**src/rtl/booth_multiplier.sv**
```systemverilog
// Sequential radix-2 Booth multiplier: one add/subtract-and-shift step per clock.
// Returns the low WIDTH bits of the signed product and a signed-overflow flag.
module booth_multiplier #(
  parameter int unsigned WIDTH = 32,
  parameter int unsigned CW    = 6
) (
  input  logic             clock,
  input  logic             reset_n,
  input  logic             ctrl_MULT,
  input  logic [WIDTH-1:0] data_operandA,
  input  logic [WIDTH-1:0] data_operandB,
  output logic [WIDTH-1:0] data_result,
  output logic             data_exception,
  output logic             data_resultRDY,
  output logic             busy
);

  localparam int unsigned PW = 2 * WIDTH + 2;

  localparam logic [1:0] S_IDLE = 2'd0;
  localparam logic [1:0] S_RUN  = 2'd1;
  localparam logic [1:0] S_DONE = 2'd2;

  logic [1:0]       state_q, state_d;
  logic [CW-1:0]    cnt_q, cnt_d;
  logic [WIDTH:0]   m_q, m_d;
  logic [PW-1:0]    p_q, p_d;
  logic [WIDTH-1:0] res_q, res_d;
  logic             exc_q, exc_d;
  logic             rdy_q, busy_q;

  logic [WIDTH:0]   upper_c, sum_c, prod_hi_c;
  logic [PW-1:0]    p_add_c, p_shift_c;
  logic             exc_c;

  // One Booth step on the current partial product: add/sub M in the upper field, then arithmetic shift
  always_comb begin
    upper_c = p_q[PW-1:WIDTH+1];
    case (p_q[1:0])
      2'b01:   sum_c = upper_c + m_q;
      2'b10:   sum_c = upper_c + (~m_q + {{WIDTH{1'b0}}, 1'b1});
      default: sum_c = upper_c;
    endcase
    p_add_c   = {sum_c, p_q[WIDTH:0]};
    p_shift_c = {p_add_c[PW-1], p_add_c[PW-1:1]};
    // Product occupies P[2W:1]; it fits in WIDTH bits iff product[2W-1:W-1] is all-equal
    prod_hi_c = p_shift_c[2*WIDTH:WIDTH];
    exc_c     = ~((&prod_hi_c) | ~(|prod_hi_c));
  end

  // Next-state and datapath register updates
  always_comb begin
    state_d = state_q;
    cnt_d   = cnt_q;
    m_d     = m_q;
    p_d     = p_q;
    res_d   = res_q;
    exc_d   = exc_q;
    case (state_q)
      S_IDLE, S_DONE: begin
        if (ctrl_MULT) begin
          m_d     = {data_operandA[WIDTH-1], data_operandA};
          p_d     = {{(WIDTH+1){1'b0}}, data_operandB, 1'b0};
          cnt_d   = '0;
          res_d   = '0;
          exc_d   = 1'b0;
          state_d = S_RUN;
        end else if (state_q == S_DONE) begin
          state_d = S_IDLE;
        end
      end
      S_RUN: begin
        p_d   = p_shift_c;
        cnt_d = cnt_q + CW'(1);
        if (cnt_q == CW'(WIDTH - 1)) begin
          res_d   = p_shift_c[WIDTH:1];
          exc_d   = exc_c;
          state_d = S_DONE;
        end
      end
      default: state_d = S_IDLE;
    endcase
  end

  // State and datapath registers; status flags registered from the next state
  always_ff @(posedge clock or negedge reset_n) begin
    if (!reset_n) begin
      state_q <= S_IDLE;
      cnt_q   <= '0;
      m_q     <= '0;
      p_q     <= '0;
      res_q   <= '0;
      exc_q   <= 1'b0;
      rdy_q   <= 1'b0;
      busy_q  <= 1'b0;
    end else begin
      state_q <= state_d;
      cnt_q   <= cnt_d;
      m_q     <= m_d;
      p_q     <= p_d;
      res_q   <= res_d;
      exc_q   <= exc_d;
      rdy_q   <= (state_d == S_DONE);
      busy_q  <= (state_d == S_RUN);
    end
  end

  assign data_result    = res_q;
  assign data_exception = exc_q;
  assign data_resultRDY = rdy_q;
  assign busy           = busy_q;

endmodule

```
**config.mk**
```make
export PLATFORM = sky130hd
export DESIGN_NAME = booth_multiplier
export DESIGN_NICKNAME = d
export VERILOG_FILES = /design/src/rtl/booth_multiplier.sv
export SDC_FILE = /design/constraint.sdc
export NUM_CORES = 1
export LEC_CHECK = 0
export ABC_AREA = 0
export CORE_AREA = 2 2 162 164
export CTS_CLUSTER_SIZE = 16
export DETAILED_ROUTE_END_ITERATION = 10
export DIE_AREA = 0 0 164 166
export SETUP_SLACK_MARGIN = 0.4
export SLEW_MARGIN = 40
export SYNTH_ARGS = -nofsm -noshare
export SYNTH_HDL_FRONTEND = slang
export SYNTH_SLANG_ARGS = --single-unit
```
**constraint.sdc**
```tcl
create_clock -name clock -period 9.8 [get_ports clock]
set_input_delay 1.96 -clock clock [delete_from_list [all_inputs] [get_ports clock]]
set_output_delay 1.96 -clock clock [all_outputs]
set_load 0.05 [all_outputs]
```
==> flow_metrics.env <==
export IMPL_drt_drc_violations_left=0
export IMPL_path_clk_slew_ns=0.07
export IMPL_route_detailed_vias_per_inst=5.827
export IMPL_post_synth_fa_ha_maj_area_fraction_pct=8.908
export IMPL_pwr_density_cell_nw_per_um2=379.4
export IMPL_nNetsFinal=1457
export IMPL_grt_start_max_net_pins=98
export IMPL_grt_overflow=0
export IMPL_timing_reg2reg_setup_slack_ns=5.36
export IMPL_run_status="finished clean"
export IMPL_r2r_worst_path_cells=13
export IMPL_power_ir_vdd_worst_mv=0.1511
export IMPL_fraction_of_layout_instances_using_a_drive_strength_above_1_pct=5.176
export IMPL_dominant_cell_type_by_area_after_synthesis="dfrtp_1"
export IMPL_fin_cells=1668
export IMPL_synthArstFlopShare_pct=100.0
export IMPL_rows=59
export IMPL_grt_setup_unrepaired="false"
export IMPL_cts_made_buffers=17
export IMPL_tritoncts="done"
export IMPL_insertion_delay_ns=0.44
export IMPL_cts_root_to_sink_buffers=2
export IMPL_min_to="p_q[7]"
export IMPL_post_cts_repair_setup_buffers=0
export IMPL_postLayoutCellArea_um2=11900
export IMPL_final_hold_violation_count=0
export IMPL_syn2layout_area_growth_pct=19.02
export IMPL_drt_pass1_iterations=5
export IMPL_min_from="p_q[7]"
export IMPL_final_setup_tns_ns=0
export IMPL_period_needed_ns=4.435
export IMPL_yosys_warnings=0
export IMPL_initialDrtViolationCount=772
export IMPL_synth_area_um2=10000
export IMPL_worst_setup_path_startpoint="p_q[33]"
export IMPL_dpl_cell_count=1636
export IMPL_grt_pass1_vias=9479
export IMPL_route_final_wire_length_mm=31.78
export IMPL_finish_utilization_pct=46.47
export IMPL_fp_dieH_um=166
export IMPL_measured_slew_at_the_worst_slew_check_pin_ns=0.8311
export IMPL_cts_hold_buf=0
export IMPL_cts_num_sinks=140
export IMPL_timing_setup_critical_path_class="reg2reg"
export IMPL_worstPathArrival_ns=4.74
export IMPL_post_cts_resize_count=0
export IMPL_cts_max_level=4
export IMPL_synth_seq_cells=140
export IMPL_slew_headroom_pct=44.12
export IMPL_globalRouteTotalUtil_pct=23.58
export IMPL_sequential_element_share_of_the_synthesized_area_pct=35.03
export IMPL_synth_top_cells_by_count="nand2_1, dfrtp_1, o21ai_0"
export IMPL_synth_xor_area_share_pct=1.752
export IMPL_startpoint_type="register"
export IMPL_synth_compound_gate_area_share_pct=25.28
export IMPL_yosysUniqueCellTypes=78
export IMPL_synth_ff_type="dfrtp_1"
export IMPL_synth_mux_area_fraction_pct=0.9258
export IMPL_synth_largest_type_area_fraction_pct=35.03
export IMPL_yosys_area_share_simple_pct=22.44
export IMPL_antenna_cells_inserted=0
export IMPL_hold_path_cell_count=2
export IMPL_hold_worst_slack_ns=0.4811
export IMPL_design_die_area_um2=27220
export IMPL_ios=102
export IMPL_initial_utilization_pct=39.04
export IMPL_grt_pass1_wl_mm=51.33
export IMPL_fp_dieW_um=164
export IMPL_detailroute_via_count=9720
export IMPL_dp_hpwl_mm=22.69
export IMPL_cp_data_required_time_ns=10.11
export IMPL_yosys_top_cells_area="dfrtp_1, nand2_1, ha_1"
export IMPL_synth_net_count=1400
export IMPL_hold_class="reg2reg"
export IMPL_placement_io_buffers=101
export IMPL_fin_worst_skew_ns=0.01873
export IMPL_layout_worst_path_cycle_share_pct=45.26
export IMPL_post_drt_wl_per_cell_um=19.06
export IMPL_endpoint_kind="register"
export IMPL_gp_congestion=0.9013
export IMPL_fmax_mhz=225.5
export IMPL_post_syn_instances=1263
export IMPL_crit_reg2reg_capture="data_exception"
export IMPL_synth_most_common_cell="nand2_1"
export IMPL_cap_violations=0
export IMPL_synthesis_area_per_instance_um2=7.918
export IMPL_dpl_cell_area_um2=11280
export IMPL_coreArea_um2=25620
export IMPL_crit_path_max_fanout=5
export IMPL_worstReg2RegStart="p_q[33]"
export IMPL_combinational_family_with_the_most_area_after_synthesis="compound AO/OA/AOI/OAI gates"
export IMPL_setup_violations_final=0
export IMPL_clockRootBuffer="clkbuf_16"
export IMPL_power_leakage_nw=5.125
export IMPL_count_of_flip_flops_with_a_built_in_enable_after_synthesis=0
export IMPL_route_antenna_remaining_nets=0
export IMPL_grt_antenna_before_repair=0
export IMPL_timing_max_transition_violations_final=0
cells in the final DEF (no fill, tap or decap), types with 7 or more instances in the layout:
| cell | synthesis | routed |
|---|---|---|
| o221ai_1 | 11 | 11 |
| inv_8 | 0 | 7 |
| xnor2_1 | 19 | 19 |
| clkbuf_16 | 0 | 17 |
| buf_4 | 0 | 10 |
| nand4_1 | 21 | 21 |
| clkdlybuf4s50_1 | 0 | 100 |
| a211oi_1 | 11 | 11 |
| inv_1 | 73 | 73 |
| o31ai_1 | 23 | 23 |
| o21bai_1 | 7 | 7 |
| a221o_1 | 10 | 10 |
| nand3_1 | 65 | 65 |
| a21oi_1 | 76 | 76 |
| nand2b_1 | 14 | 13 |
| nor4_1 | 13 | 13 |
| nor2b_1 | 18 | 15 |
| a21o_1 | 8 | 8 |
| a22o_1 | 20 | 20 |
| ha_1 | 68 | 68 |
| a22oi_1 | 9 | 9 |
| nor2_1 | 60 | 58 |
| mux2i_1 | 7 | 7 |
| o21ai_0 | 125 | 125 |
| nand2_1 | 243 | 242 |
| nor3_1 | 24 | 24 |
| dfrtp_1 | 140 | 140 |
| a31oi_1 | 11 | 11 |
| o211ai_1 | 11 | 11 |
state kept, by name, indices dropped and copies added (netlist names):
register and cells:
data_exception 1, p_q 65, state_q 2, cnt_q 6, data_resultRDY 1, busy 1
data_result 32, m_q 32
metrics by stage:
stage | total power, mW | setup slack (ns)
after floorplan | 2.964 | 6.085
after global placement | 3.760 | 5.287
after detailed placement | 3.780 | 5.406
after CTS | 4.476 | 5.501
after global routing | 4.848 | 5.168
final | 4.516 | 5.365
cells by family (layout without fill, tap and decap cells):
logic type | Yosys count | count (layout)
AND/OR/NAND/NOR | 492 | 492
AO/OA/AOI/OAI | 382 | 382
buffers and inverters | 150 | 220
flip-flops | 140 | 140
adder cells (fa/ha/maj) | 70 | 70
XOR/XNOR | 20 | 20
multiplexers | 9 | 9
worst max-delay path: stages (launching register included):
cell and delay [ns]:
dfrtp_1 0.40, inv_1 0.08, ha_1 0.20, fa_1 0.38, nand2b_1 0.19, a211oi_1 0.59
o211ai_1 0.43, a31oi_1 0.35, nor2_1 0.12, o311ai_0 0.55, a31oi_1 0.21, nor4_1 0.51
a311o_1 0.24, o31ai_1 0.07
how the worst max path moves through the flow:
stage                           endpoint  slack (ns)  cells after the start
after floorplan           data_exception        6.08                     11
after global placement          cnt_q[2]        5.29                      7
after detailed placement  data_exception        5.41                     11
after CTS                 data_exception        5.50                     12
after global routing      data_exception        5.17                     12
final                     data_exception        5.36                     13
metal layers:
metal	up-vias	share of wire [%]	track usage, %
li1	4658	-	-
met1	4663	46	32.78
met2	341	45	36.48
met3	58	5.9	4.895
met4	0	2.8	7.895
met5	-	0	0
area by class of cell:
type                    count  area (um^2)
clock buffers              17        425.4
flip-flops and latches    140         3503
fillers                  2538        13710
multi-input cells         973         5977
well taps                 335        419.2
inverters                  75        281.5
clock inverters            15        186.4
repair buffers            113         1110
power breakdown:
part	internal, mW	leakage (nW)	switching (mW)
Sequential	0.805	1.75	0.194
Clock	0.349	0.299	0.326
Combinational	0.986	3.08	1.86
Total	2.14	5.12	2.38
Note: power is estimated with default switching activity, not from simulation.
